==> config.mk <==
export PLATFORM = sky130hd
export DESIGN_NAME = apb_timer_slave
export DESIGN_NICKNAME = d
export VERILOG_FILES = /design/src/rtl/apb_timer_slave.sv
export SDC_FILE = /design/constraint.sdc
export NUM_CORES = 1
export LEC_CHECK = 0
export CORE_UTILIZATION = 55
export DETAILED_ROUTE_END_ITERATION = 16
export PLACE_DENSITY = 0.81
export SLEW_MARGIN = 20
export SYNTH_ARGS = -nofsm -noshare
export SYNTH_HDL_FRONTEND = slang
export SYNTH_SLANG_ARGS = --single-unit
==> constraint.sdc <==
create_clock -name PCLK -period 7.6 [get_ports PCLK]
set_input_delay 1.52 -clock PCLK [delete_from_list [all_inputs] [get_ports PCLK]]
set_output_delay 1.52 -clock PCLK [all_outputs]
set_load 0.02 [all_outputs]
==> src/rtl/apb_timer_slave.sv <==
// ---------------------------------------------------------------------------
// apb_timer_slave
//
// APB completer wrapping a 32-bit prescaled down-counter timer. It shares the
// bridge's 5-bit address and 32-bit data buses with the other peripherals.
//
// Register map (byte addresses, word aligned):
//   0x00 CTRL   : bit0 EN, bit1 AUTO_RELOAD, bit2 IRQ_EN, bits[15:8] PRESCALE
//   0x04 LOAD   : reload value; a write also copies the value into COUNT
//   0x08 COUNT  : current counter value (read-only)
//   0x0C STATUS : bit0 EXPIRED, sticky, write 1 to clear
//   Any other address reads 0 and ignores writes.
//
// Ports:
//   PCLK     in   APB clock, all state changes on its rising edge
//   PRESETn  in   asynchronous active-low reset
//   PSEL     in   slave select from the bridge
//   PENABLE  in   access-phase indicator
//   PWRITE   in   1 = write, 0 = read
//   PADDR    in   [4:0] byte address
//   PWDATA   in   [31:0] write data
//   PREADY   out  transfer-complete handshake
//   PRDATA   out  [31:0] read data, non-zero only while a read completes
//   irq      out  registered EXPIRED & IRQ_EN
//   state    out  [1:0] APB FSM state: 0 IDLE, 1 SETUP, 2 ACCESS
//
// Configuration:
//   APB_TIMER_WAIT_EN  when defined, every ACCESS phase is stretched by
//                      WAIT_CYCLES (0..15) extra cycles with PREADY low.
//                      When undefined there is no wait counter, PREADY rises
//                      on the first ACCESS cycle and WAIT_CYCLES is ignored.
// ---------------------------------------------------------------------------
`default_nettype none

module apb_timer_slave #(
  parameter int unsigned WAIT_CYCLES = 2
) (
  input  logic        PCLK,
  input  logic        PRESETn,
  input  logic        PSEL,
  input  logic        PENABLE,
  input  logic        PWRITE,
  input  logic [4:0]  PADDR,
  input  logic [31:0] PWDATA,
  output logic        PREADY,
  output logic [31:0] PRDATA,
  output logic        irq,
  output logic [1:0]  state
);

  typedef enum logic [1:0] {
    IDLE   = 2'd0,
    SETUP  = 2'd1,
    ACCESS = 2'd2
  } apb_state_t;

  localparam logic [4:0] AddrCtrl   = 5'h00;
  localparam logic [4:0] AddrLoad   = 5'h04;
  localparam logic [4:0] AddrCount  = 5'h08;
  localparam logic [4:0] AddrStatus = 5'h0C;

  apb_state_t  fsm;

  // Timer state
  logic        en;
  logic        auto_reload;
  logic        irq_en;
  logic [7:0]  prescale;
  logic [31:0] load_val;
  logic [31:0] count;
  logic        expired;
  logic [7:0]  pre_cnt;

  logic        tick;
  logic        expire_now;
  logic        wr_commit;
  logic        wr_ctrl;
  logic        wr_load;
  logic        wr_status;
  logic [31:0] rd_mux;

  assign state = fsm;

  // ---------------------------------------------------------------------------
  // Wait-state generation. The counter is loaded as the FSM enters ACCESS, so
  // PREADY stays low for exactly WAIT_CYCLES ACCESS cycles.
  // ---------------------------------------------------------------------------
`ifdef APB_TIMER_WAIT_EN
  localparam logic [3:0] WaitLoad = (WAIT_CYCLES > 15) ? 4'd15 : 4'(WAIT_CYCLES);

  logic [3:0] wait_cnt;

  always_ff @(posedge PCLK or negedge PRESETn) begin
    if (!PRESETn) begin
      wait_cnt <= 4'd0;
    end else if (!PSEL) begin
      wait_cnt <= 4'd0;
    end else if ((fsm == SETUP) && PENABLE) begin
      wait_cnt <= WaitLoad;
    end else if ((fsm == ACCESS) && (wait_cnt != 4'd0)) begin
      wait_cnt <= wait_cnt - 4'd1;
    end
  end

  assign PREADY = (fsm == ACCESS) && (wait_cnt == 4'd0);
`else
  assign PREADY = (fsm == ACCESS);
`endif

  // ---------------------------------------------------------------------------
  // APB responder FSM. Losing PSEL in any state aborts back to IDLE; since a
  // write only commits while PSEL is high, an aborted transfer never touches
  // the registers.
  // ---------------------------------------------------------------------------
  always_ff @(posedge PCLK or negedge PRESETn) begin
    if (!PRESETn) begin
      fsm <= IDLE;
    end else if (!PSEL) begin
      fsm <= IDLE;
    end else begin
      case (fsm)
        IDLE: begin
          if (!PENABLE) fsm <= SETUP;
        end
        SETUP: begin
          if (PENABLE) fsm <= ACCESS;
        end
        ACCESS: begin
          if (PREADY) fsm <= PENABLE ? IDLE : SETUP;
        end
        default: fsm <= IDLE;
      endcase
    end
  end

  // A write completes on the single edge where the handshake closes; PREADY
  // is only high in ACCESS, which the FSM leaves on that same edge.
  assign wr_commit = PSEL && PENABLE && PREADY && PWRITE;
  assign wr_ctrl   = wr_commit && (PADDR == AddrCtrl);
  assign wr_load   = wr_commit && (PADDR == AddrLoad);
  assign wr_status = wr_commit && (PADDR == AddrStatus);

  // Prescaler tick and expiry are both derived from the pre-edge register
  // values, so a CTRL write landing on a tick edge does not affect that tick.
  assign tick       = en && (pre_cnt == prescale);
  assign expire_now = tick && (count == 32'd0);

  // ---------------------------------------------------------------------------
  // Prescaler: free-runs while enabled, wraps on tick, and restarts whenever
  // the timer is disabled or LOAD is rewritten.
  // ---------------------------------------------------------------------------
  always_ff @(posedge PCLK or negedge PRESETn) begin
    if (!PRESETn) begin
      pre_cnt <= 8'd0;
    end else if (wr_load || !en || tick) begin
      pre_cnt <= 8'd0;
    end else begin
      pre_cnt <= pre_cnt + 8'd1;
    end
  end

  // ---------------------------------------------------------------------------
  // Counter and reload value. A LOAD write takes priority over a coincident
  // tick, so the new value appears without being decremented.
  // ---------------------------------------------------------------------------
  always_ff @(posedge PCLK or negedge PRESETn) begin
    if (!PRESETn) begin
      load_val <= 32'd0;
      count    <= 32'd0;
    end else begin
      if (wr_load) begin
        load_val <= PWDATA;
      end
      if (wr_load) begin
        count <= PWDATA;
      end else if (tick) begin
        if (count != 32'd0) begin
          count <= count - 32'd1;
        end else if (auto_reload) begin
          count <= load_val;
        end
      end
    end
  end

  // ---------------------------------------------------------------------------
  // Control register. A one-shot expiry turns the timer off, but an explicit
  // CTRL write on the same edge still takes effect.
  // ---------------------------------------------------------------------------
  always_ff @(posedge PCLK or negedge PRESETn) begin
    if (!PRESETn) begin
      en          <= 1'b0;
      auto_reload <= 1'b0;
      irq_en      <= 1'b0;
      prescale    <= 8'd0;
    end else if (wr_ctrl) begin
      en          <= PWDATA[0];
      auto_reload <= PWDATA[1];
      irq_en      <= PWDATA[2];
      prescale    <= PWDATA[15:8];
    end else if (expire_now && !auto_reload) begin
      en <= 1'b0;
    end
  end

  // ---------------------------------------------------------------------------
  // Sticky expiry flag and registered interrupt. A new expiry beats a clear
  // arriving on the same edge so no event is lost.
  // ---------------------------------------------------------------------------
  always_ff @(posedge PCLK or negedge PRESETn) begin
    if (!PRESETn) begin
      expired <= 1'b0;
      irq     <= 1'b0;
    end else begin
      if (expire_now) begin
        expired <= 1'b1;
      end else if (wr_status && PWDATA[0]) begin
        expired <= 1'b0;
      end
      irq <= expired && irq_en;
    end
  end

  // ---------------------------------------------------------------------------
  // Read path. The mux shows the registers as they are before the commit edge;
  // the bus only sees it while a read is actually completing.
  // ---------------------------------------------------------------------------
  always_comb begin
    rd_mux = 32'd0;
    case (PADDR)
      AddrCtrl:   rd_mux = {16'd0, prescale, 5'd0, irq_en, auto_reload, en};
      AddrLoad:   rd_mux = load_val;
      AddrCount:  rd_mux = count;
      AddrStatus: rd_mux = {31'd0, expired};
      default:    rd_mux = 32'd0;
    endcase
  end

  assign PRDATA = (PREADY && !PWRITE) ? rd_mux : 32'd0;

endmodule

`default_nettype wire
==> results.md <==
* Status: finished, final reports clean
* Power Total at 0.934 mW
* Via count at 5174
* Initial Utilization at 57.1%
* Cells after Synth at around 640
* Initial antenna violation count at 0
* Largest cells by area after synthesis: dfrtp_1 41%, nand2_1 8.8%, nor2_1 5.9%
* Htree depth at 3
* Post-DRT Antenna Nets at 0
* VDD IR max at 0.0000952 V
* IO Port Bufs at between 70 and 80
* DRC at 0
* Crit path cell chain: clkdlybuf4s50_1 -> nor3b_2 -> buf_4 -> a22oi_1 -> nor2_1 -> clkdlybuf4s50_1
* Relative max-transition margin at 32.5%
* Post-synth top flop: dfrtp_1
* Vias in the first global route at roughly 5000
* Seq/Total Area, Yosys at 40.9%
* Startpoint Class: input port
* Syn Nets at 687
* Tmin final at 5.63 ns
* # hold bufs at CTS at 0
* Vias per cell at 6.26
* Final setup fails at 0
* Setup CP Type: in2out
* Hold path start: state[1]$_DFFE_PN0P_
* P_leak at 2.64 nW
* TritonCTS buffer count at 9
* Final Slew Violations at 0
* Worst reg2reg endpoint: count[3]$_DFFE_PN0P_
* Post-Layout Cell Count at slightly above 800
* All-Layer GR Usage at 31.7%
* Drt pass-1 iters at 5
* Iteration-0 DRC Markers at 614
* Setup TNS Final at 0 ns
* Crit path capture type: primary output
* Top cell by count, worst path: clkdlybuf4s50_1
* Clock Latency Late Sink at between 0.3 and 0.4 ns
* DR WL/cell at 18.4 um
* Yosys top cell by area: dfrtp_1
* Synthesis-to-finish area growth at 19.3%
* Mean Syn Cell Area at 8.29 sq um
* RD Place Congestion at approximately 0.85
* PwrDens at 147 nW/um^2
* Hold depth at 1
* Total I/O pin count at 78
* CTS resizes at 0
* WHS at between 0.5 and 0.6 ns
* Worst Path Arrival at 4.11 ns
* Core area at 9330 sq um
* Fin crit share at 74.1%
* Cell variety after synth at a little over 60
* CTS root buffer: clkbuf_8
* Drt total wl at 15200 um
* Number of synthesized flops with an enable pin at 0
* Share of cells above drive strength 1 at 7.31%
* CTS tree: done
* Setup Fix Bufs, Post-CTS at 0
* Die W at around 100 um
* CP peak stage delay at 1.04 ns
* Pin count of the biggest net entering global routing at 88
* DIE AREA at 10100 sq um
* Asr flop ratio synth at 100%
* Synthesized area at approximately 5300 sq um
* Antenna Cells at 0
* Yosys warnings at 0
* DP HPWL at 9990 um
* Worst Max-Slew Pin Slew at 1.00 ns
* RSZ-0062 raised after global routing: false
* Final hold violations at 0
* Cell Rows at 35
* Worst Hold Endpoint: state[0]$_DFFE_PN0P_
* Clock-pin slew on the worst setup and hold paths at 0.10 ns
* CP max FO at 23
* Top-area cell type share of the netlist area at 40.9%
* Final-stage net count at 738
* Clock tree buffer depth at 2
* R2R depth at 9
* CTS sink cnt at 87
* Slowest CP cell: clkdlybuf4s50_1
* Clock skew at 0.0157 ns
* Dpl cells at 811
* Worst R2R Setup Slack at 4.10 ns
* Maxcap violations at 0
* Global-route wire length before repair at 25000 um
* GRT overflow at 0
* Seq cells post-synth at 87
* WP data required at between 6 and 7 ns
* Die Y at 100 um
* Highest Clock Rate at 178 MHz
* Reg-to-Reg Start: count[0]$_DFFE_PN0P_
* Hold Crit Class: reg2reg
==> worst max path at each step <==
stage,cells past startpoint,end,slack (ns),from
after floorplan,5,PRDATA[16],3.04,PADDR[1]
after global placement,6,PRDATA[23],2.06,PADDR[2]
after detailed placement,6,PRDATA[6],1.99,PADDR[2]
after CTS,6,PRDATA[6],1.97,PADDR[2]
after global routing,6,PRDATA[5],1.84,PADDR[2]
final,6,PRDATA[6],1.97,PADDR[2]
==> registers in the layout (all words and copies together), names as in the netlist <==
register     cells
en               1
auto_reload      1
expired          1
irq              1
state            2
irq_en           1
count           32
pre_cnt          8
prescale         8
load_val        32
==> cells by family after synthesis <==
kind of cell | Yosys count | synth area share [%]
fa+ha+maj | 3 | 0.705
compound gates | 158 | 19.6
xor+xnor | 22 | 3.62
simple gates | 300 | 26.6
flops | 87 | 40.9
buf+inv | 50 | 3.97
mux | 22 | 4.61
==> per-layer routing <==
layer	vias to the layer above	routed length [um]	track usage (%)
met4	0	422	12.3
met5	-	0	0
li1	2398	-	-
met2	263	7240	52.7
met3	44	1210	3.90
met1	2469	6320	42.5
==> synthesized netlist by cell type, types with 4 or more instances <==
cell type	n
nand2_1	125
dfrtp_1	87
nor2_1	83
a21oi_1	40
clkbuf_1	31
o21ai_0	26
a22oi_1	22
nand3_1	18
xnor2_1	16
nor3_1	12
mux2i_1	11
mux2_2	10
nand4_1	9
a31oi_1	8
buf_2	7
o211ai_1	7
o31ai_1	7
and3_1	6
inv_1	6
nor4_1	6
o22a_1	6
xor2_1	6
a211oi_1	5
a21o_1	5
or3_1	5
or4_1	5
and2_1	4
buf_1	4
nor2b_1	4
==> through the flow <==
| step | area [sq um] | setup slack [ns] | util (%) |
|---|---|---|---|
| 2_1_floorplan | 5320 | 3.04 | - |
| 6_report | 6350 | 1.97 | 68.1 |
| 3_3_place_gp | 6130 | 2.06 | 65.7 |
| 4_1_cts | 6350 | 1.97 | 68.0 |
| 5_1_grt | 6350 | 1.84 | 68.1 |
| 3_5_place_dp | 6130 | 1.99 | 65.7 |
==> critical path, delay by kind of cell <==
kind                   cells  cell delay [ns]
buffers and inverters      3             1.98
and+or+nand+nor            2             0.44
AOI/OAI and AO/OA          1             0.16
==> layout make-up <==
type / instances / area, sq um
tap: 129 / 161
timing repair buffer: 84 / 825
clock inverter: 7 / 95.1
clock buffer: 9 / 124
inverter: 6 / 22.5
multi-input combinational: 505 / 2950
fill: 782 / 2980
sequential: 87 / 2180
==> report_power, final <==
group	internal [mW]	switching (mW)	leakage (nW)	total, mW
clock	0.186	0.180	0.110	0.367
sequential	0.472	0.0182	1.16	0.490
combinational	0.0405	0.0366	1.38	0.0771
==> layout by cell type (no fill, tap or decap), drive strengths merged, types with 7 or more instances in the layout <==
master,Yosys,layout
a21oi,40,40
a22oi,22,22
a31oi,8,8
buf,13,8
clkbuf,31,9
clkdlybuf4s50,0,76
dfrtp,87,87
inv,6,8
mux2,10,10
mux2i,11,11
nand2,125,125
nand3,19,19
nand4,9,9
nor2,83,83
nor3,13,13
nor4,11,11
o211ai,7,7
o21ai,29,29
o31ai,7,7
or3,7,7
xnor2,16,16
Note: power is estimated with default switching activity, not from simulation.
